`config.mk`:
```
export PLATFORM = sky130hd
export DESIGN_NAME = register_file_scoreboard
export DESIGN_NICKNAME = d
export VERILOG_FILES = /design/src/rtl/register_file_scoreboard.sv
export SDC_FILE = /design/constraint.sdc
export NUM_CORES = 1
export LEC_CHECK = 0
export ABC_CLOCK_PERIOD_IN_PS = 2100
export BUFFER_PORTS_ARGS = -buffer_cell sky130_fd_sc_hd__buf_2
export CORE_AREA = 8 8 104 106
export DETAILED_ROUTE_END_ITERATION = 10
export DIE_AREA = 0 0 112 114
export PLACE_DENSITY_LB_ADDON = 0.1
export SLEW_MARGIN = 10
export SYNTH_ARGS = -nofsm -noshare
export SYNTH_HDL_FRONTEND = slang
export SYNTH_SLANG_ARGS = --single-unit
```
`constraint.sdc`:
```
create_clock -name clk -period 2.1 [get_ports clk]
set_input_delay 0.105 -clock clk [delete_from_list [all_inputs] [get_ports clk]]
set_output_delay 0.105 -clock clk [all_outputs]
set_load 0.02 [all_outputs]
```
`src/rtl/register_file_scoreboard.sv`:
```
// register_file_scoreboard
//   Parametrised register file with two combinational read ports, one write
//   port and a per-register busy scoreboard. Decode reserves destination
//   registers (reserveEnable/reserveAddress) and checks source busy bits
//   (aBusy/bBusy). Writeback writes data and clears the busy bit.
//
//   Parameters: WIDTH data width, DEPTH register count (power of two, >= 2),
//               ZERO_REG hardwires register 0 to zero, BYPASS forwards
//               same-cycle write data to the read ports.
//   Ports:
//     clk, reset                        clock, async active-high reset
//     in, writeAddress, writeEnable     write port
//     aAddress/aOut/aBusy               read port A (data + busy)
//     bAddress/bOut/bBusy               read port B (data + busy)
//     reserveEnable, reserveAddress     reserve request
//     reserveAccept                     reserve taken this cycle
//     busyCount                         number of busy registers
module register_file_scoreboard #(
  parameter int WIDTH    = 8,
  parameter int DEPTH    = 4,
  parameter int ZERO_REG = 0,
  parameter int BYPASS   = 1
) (
  input  logic                         clk,
  input  logic                         reset,
  input  logic [WIDTH-1:0]             in,
  input  logic [$clog2(DEPTH)-1:0]     writeAddress,
  input  logic                         writeEnable,
  input  logic [$clog2(DEPTH)-1:0]     aAddress,
  input  logic [$clog2(DEPTH)-1:0]     bAddress,
  output logic [WIDTH-1:0]             aOut,
  output logic [WIDTH-1:0]             bOut,
  output logic                         aBusy,
  output logic                         bBusy,
  input  logic                         reserveEnable,
  input  logic [$clog2(DEPTH)-1:0]     reserveAddress,
  output logic                         reserveAccept,
  output logic [$clog2(DEPTH+1)-1:0]   busyCount
);

  localparam int ADDR_W = $clog2(DEPTH);
  localparam int CNT_W  = $clog2(DEPTH + 1);
  localparam bit ZR     = (ZERO_REG != 0);
  localparam bit BP     = (BYPASS != 0);

  logic [DEPTH-1:0][WIDTH-1:0] mem_q, mem_d;
  logic [DEPTH-1:0]            busy_q, busy_d;
  logic [CNT_W-1:0]            count_q, count_d;

  logic write_ok;
  logic reserve_set;

  function automatic logic [WIDTH-1:0] read_port(
    input logic [ADDR_W-1:0]           addr,
    input logic [DEPTH-1:0][WIDTH-1:0] mem,
    input logic                        fwd_en,
    input logic [ADDR_W-1:0]           waddr,
    input logic [WIDTH-1:0]            wdata
  );
    logic [WIDTH-1:0] r;
    r = mem[addr];
    if (ZR && (addr == '0)) begin
      r = '0;
    end else if (BP && fwd_en && (waddr == addr)) begin
      r = wdata;
    end
    return r;
  endfunction

  // Forwarding is suppressed while reset is held; stored values are already
  // cleared asynchronously, so outputs read zero during reset.
  always_comb begin
    aOut = read_port(aAddress, mem_q, writeEnable && !reset, writeAddress, in);
    bOut = read_port(bAddress, mem_q, writeEnable && !reset, writeAddress, in);
  end

  assign aBusy     = busy_q[aAddress];
  assign bBusy     = busy_q[bAddress];
  assign busyCount = count_q;

  // A busy register can still be reserved in the cycle its pending write
  // lands: the write clears the old producer and the new reserve wins.
  assign reserveAccept = reserveEnable && !reset &&
                         (!busy_q[reserveAddress] ||
                          (writeEnable && (writeAddress == reserveAddress)));

  assign write_ok    = writeEnable && !(ZR && (writeAddress == '0));
  assign reserve_set = reserveAccept && !(ZR && (reserveAddress == '0));

  always_comb begin
    mem_d   = mem_q;
    busy_d  = busy_q;
    count_d = '0;
    if (write_ok) begin
      mem_d[writeAddress]  = in;
      busy_d[writeAddress] = 1'b0;
    end
    // Applied after the write so a same-address reserve ends busy.
    if (reserve_set) begin
      busy_d[reserveAddress] = 1'b1;
    end
    for (int unsigned i = 0; i < DEPTH; i++) begin
      count_d = count_d + CNT_W'(busy_d[i]);
    end
  end

  always_ff @(posedge clk or posedge reset) begin
    if (reset) begin
      mem_q   <= '0;
      busy_q  <= '0;
      count_q <= '0;
    end else begin
      mem_q   <= mem_d;
      busy_q  <= busy_d;
      count_q <= count_d;
    end
  end

endmodule

```
**Word-level counts from Yosys, hierarchy flattened**

Cells that the tools add are included.

- $add $sub $neg: 3
- Order comparisons: 6
- Eq/ne operators: 3
- Muxes and demuxes: 21
- Bitwise operators: 3
- Reduce and logical (&&, ||, !) cells: 11

Operator list:

| kind | number |
|---|---|
| 8-bit two-way mux | 5 |
| 8-bit binary-select mux with 2-bit select | 2 |
| 32-bit bitwise mux | 1 |
| 8-bit demux with 2-bit select | 1 |
| 2-bit by 3-bit < comparator with 1-bit output (second input constant) | 4 |
| 1-bit logical AND | 8 |
| 4-bit two-way mux | 2 |
| 1-bit binary-select mux with 2-bit select | 3 |
| 2-bit equality test | 3 |
| 1-bit two-way mux | 5 |
| 4-bit bitwise AND | 1 |
| 1-bit demux with 2-bit select | 2 |
| 2-bit by 1-bit >= comparator with 1-bit output (second input constant) | 2 |
| 4-bit inverter | 1 |
| 4-bit OR | 1 |
| 2-bit by 1-bit adder with 3-bit output | 1 |
| 3-bit by 1-bit adder with 3-bit output | 1 |
| 1-bit by 1-bit adder with 2-bit output | 1 |
| 1-bit logical NOT | 2 |
| 1-bit logical OR | 1 |

- Bits in registers: 39

**Depth between registers and ports, before layout**

- Word-level depth: 12
- Mapped depth: 7

**Worst setup path after synthesis**

No wires, ideal clock.

- Path type: input to register
- Start point: input writeAddress[1]
- End point: register count_q[1] (netlist: busyCount[1])
- Library setup time: 0.126 ns
- Arrival: 1.786 ns
- Data required time: 1.974 ns
- Slack: 0.188 ns
- Stages on the path: 7
- Buffers on the path: 1
- Path through: buf_2 nand3b_1 nand2_1 o21ai_0 fa_1 ha_1 ha_1

- Longest elaborated chain between the ends: 12
- Elaborated cells between the ends (all ways): 17
- Classes of those cells: add/sub (3); order compare (2); eq/ne (1); mux (4); bitwise (3); reduce/logical (4)

Ends and longest elaborated chain:

| item | RTL line | text |
|---|---|---|
| start, declared | 27 | `input logic [$clog2(DEPTH)-1:0] writeAddress,` |
| 2-bit by 3-bit < comparator with 1-bit output (implied by the code) or 2-bit by 1-bit >= comparator with 1-bit output (tied branches) | 96 | `busy_d[writeAddress] = 1'b0;` |
| 1-bit logical AND (implied by the code) | 96 |  |
| 1-bit two-way mux (implied by the code) | 96 |  |
| 1-bit demux with 2-bit select | 96 |  |
| 4-bit inverter (no source line) | -- |  |
| 4-bit bitwise AND (no source line) | -- |  |
| 4-bit two-way mux | 94 | `if (write_ok) begin` |
| 4-bit OR (no source line) | -- |  |
| 4-bit two-way mux * | 99 | `if (reserve_set) begin` |
| via busy_d[1] | 47 | `logic [DEPTH-1:0] busy_q, busy_d;` |
| 1-bit by 1-bit adder with 2-bit output * | 103 | `count_d = count_d + CNT_W'(busy_d[i]);` |
| 2-bit by 1-bit adder with 3-bit output * | 103 |  |
| 3-bit by 1-bit adder with 3-bit output * | 103 |  |
| via count_d[1] | 48 | `logic [CNT_W-1:0] count_q, count_d;` |
| end signal, assigned | 115 | `count_q <= count_d;` |
| end, declared | 48 |  |

The timed path passes the listed nets; every way through them passes the cells marked *.
A chain may end at the register's enable or synchronous reset.

**Worst setup path after layout**

- Start point: register mem_q[12] (netlist name)
- End point: output bOut[4]

- Longest elaborated chain between the ends: 3

Ends and longest elaborated chain:

| item | RTL line | text |
|---|---|---|
| start, declared | 46 | `logic [DEPTH-1:0][WIDTH-1:0] mem_q, mem_d;` |
| start signal, assigned | 113 | `mem_q <= mem_d;` |
| 8-bit binary-select mux with 2-bit select | 61 | `r = mem[addr];` |
| 8-bit two-way mux (implied by the code) | 61 |  |
| 8-bit two-way mux | 64 | `end else if (BP && fwd_en && (waddr == addr)) begin` |
| end, declared | 32 | `output logic [WIDTH-1:0] bOut,` |

No other way between the ends. The select of a mux whose other input is x is not followed.

==> results.ini <==
[grt]
grt_max_degree=40
grt_util_all_layers=0.09957
antenna_found_initial=0
grt_overflow_total=0
grt_pass1_wl_um=9535
grt_pass1_vias=1697

[min_path]
hold_path_class=in2reg
worstHoldStart=in[3]
min_to=mem_q[3]$_DFFE_PP0P_
whs_path_depth=2

[timing]
setup-tns-final_ps=0
finalCritPeriodShare=0.8284
skew_ps=0.2716
worst_pin_slew_ps=529.2
hold_slack_ps=105.1
maxSlewHeadroom=0.6472
hold_viol=0
min_period_ps=1740
setup_viol=0
rsz0062_at_grt=no
slew_violations=0
max_freq_ghz=0.5748

[power]
clkPwrFrac=0.270
p_comb_frac=0.318
power.switching_mw=0.7463
swShare=0.3072
p_leak_nw=1.152
power_density_mw_per_mm2=894.3
ir_worst_vdd_v=0.0003453
intPower_mw=1.683
pwr-share-seq=0.412

[die]
core_area_mm2=0.009109
initial_core_util=0.2456
die_w_um=112
die_h_um=114
die_area_mm2=0.01277
rows=35
io_pins=42

[drt]
wl_um=6161
first_iter_violations=42
num_vias=1410
ant_nets=0
wire_per_inst_um=20.27
post_drt_via_cell_ratio=4.638
drc=0
drt_pass1_iterations=3

[place]
dp_cells=295
gp_congestion=0.7309
post_dp_cell_area_mm2=0.002589
hpwl_um=4314
io_buffers=41

[job]
maxCapViolCount=0

[logic_synthesis]
synth-main-ff-cell=dfrtp_1
syn_nets=166
netlist_instances=143
yosysSeqAreaShare=0.4362
netlist_area_mm2=0.002237
syn-mean-instance-area_um2=15.64
ys_ff_latch=39
synthDistinctLibCells=26
synth_edf_count=0
synthArstFlopShare=1.000
ys_warn_count=0

[layout]
drive_gt1_frac=0.6321
final_nets=215
diodes=0
fin_area_mm2=0.002716
stdcell_count=304
syn2layout_area_growth_pct=21.42

[cts]
clock_path_buffers=2
clk_latency_ps=280
h-tree-depth=2
cts_setup_buffers=0
clock_sinks=39
path_clk_slew_ps=80
cts_tree=done
cts_made_buffers=5
cts-root-buf=clkbuf_8

[critical_path]
reg2reg_from=busy_q[3]$_DFF_PP0_
worstPathArrival_ps=1630
reg2regPathDepth=4
startpoint_type=register
path_class=reg2out
worstPathMaxFanout=3
required_ps=2000
cp-end-kind=primary output
r2r_setup_slack_ps=370
r2r-end=busyCount[1]$_DFF_PP0_

[status]
status=finished clean

per-stage QoR:
step | setup slack, ps | utilization | total power, mW
final | 360.4 | 0.2982 | 2.429
after global routing | 263.3 | 0.2982 | 2.577
after CTS | 332.7 | 0.2982 | 2.481
after detailed placement | 214.0 | 0.2842 | 1.805
after global placement | 291.7 | 0.2842 | 1.772
after floorplan | 188.4 | - | 1.546
metal layers:
metal  GRT usage  vias up  share of wire
li1            -      653              -
met1      0.1046      734           0.40
met2      0.1951       19           0.57
met3     0.01849        4          0.026
met4     0.03237        0         0.0075
met5           0        -              0
final cells by class:
class	instances	area, µm²
multi-input cells	94	1201
inverters	2	7.507
clock inverters	2	35.03
fillers	926	6392
clock buffers	6	82.58
flip-flops and latches	39	975.9
well taps	111	138.9
repair buffers	50	275.3
power by group through the flow:
stage               Sequential, mW  Clock [mW]  Combinational (mW)
global route                  1.02       0.712               0.841
finish                        1.00       0.657               0.773
floorplan                     1.01           0               0.540
global placement             0.998           0               0.774
detailed placement            1.01           0               0.792
CTS                           1.00       0.686               0.795
how the worst max path moves through the flow:
stage                          startpoint                endpoint  slack [ps]
floorplan                 writeAddress[1]  busyCount[1]$_DFF_PP0_         190
global placement                    reset  busyCount[1]$_DFF_PP0_         290
detailed placement                  reset  busyCount[1]$_DFF_PP0_         210
CTS                 mem_q[12]$_DFFE_PP0P_                 bOut[4]         330
global route          busy_q[1]$_DFF_PP0_  busyCount[1]$_DFF_PP0_         260
finish              mem_q[12]$_DFFE_PP0P_                 bOut[4]         360
Yosys cell counts, types with 2 or more instances:
| library cell | count | area (µm²) |
|---|---|---|
| buf_2 | 3 | 15.01 |
| buf_4 | 3 | 22.52 |
| dfrtp_1 | 39 | 975.9 |
| ha_1 | 2 | 25.02 |
| inv_1 | 2 | 7.510 |
| mux2_1 | 4 | 45.04 |
| mux2_2 | 44 | 495.5 |
| mux4_2 | 18 | 405.4 |
| nand2_1 | 2 | 7.510 |
| nand3_1 | 2 | 10.01 |
| nand3_2 | 2 | 20.02 |
| nand3b_1 | 2 | 15.01 |
| nor2b_1 | 2 | 12.51 |
| xnor2_1 | 6 | 52.55 |
worst max-delay path: stages (launching register included):
cell and delay [ps]:
dfrtp_1 410, mux4_1 490, mux2_2 280, buf_2 170
what timing repair did:
action                                 4_1_cts  5_1_grt
hold buffers                                 1        0
endpoints found under the hold margin       39        0
gates resized for setup                      0        0
sequential cells by signal (all words and copies together) (netlist names):
signal	cells
busy_q	4
mem_q	32
busyCount	3
cells by family after synthesis:
logic type	Yosys count	synth area share
muxes	67	0.4346
xor gates and xnor gates	6	0.02349
buffers and inverters	10	0.02684
DFF	39	0.4362
adders and majority gates	3	0.02013
AOI/OAI and AO/OA	5	0.01678
and+or+nand+nor	13	0.04195
cell usage in the layout (no fill, tap or decap), types with 2 or more instances in the layout:
master	synthesis	final
ha_1	2	2
mux4_2	18	18
mux2_2	44	44
nor2b_1	2	2
nand2_1	2	2
buf_4	3	8
mux2_1	4	4
clkbuf_8	0	6
nand3_2	2	2
inv_1	2	2
dfrtp_1	39	39
nand3_1	2	2
buf_2	3	41
nand3b_1	2	2
xnor2_1	6	6
Note: power is estimated with default switching activity, not from simulation.
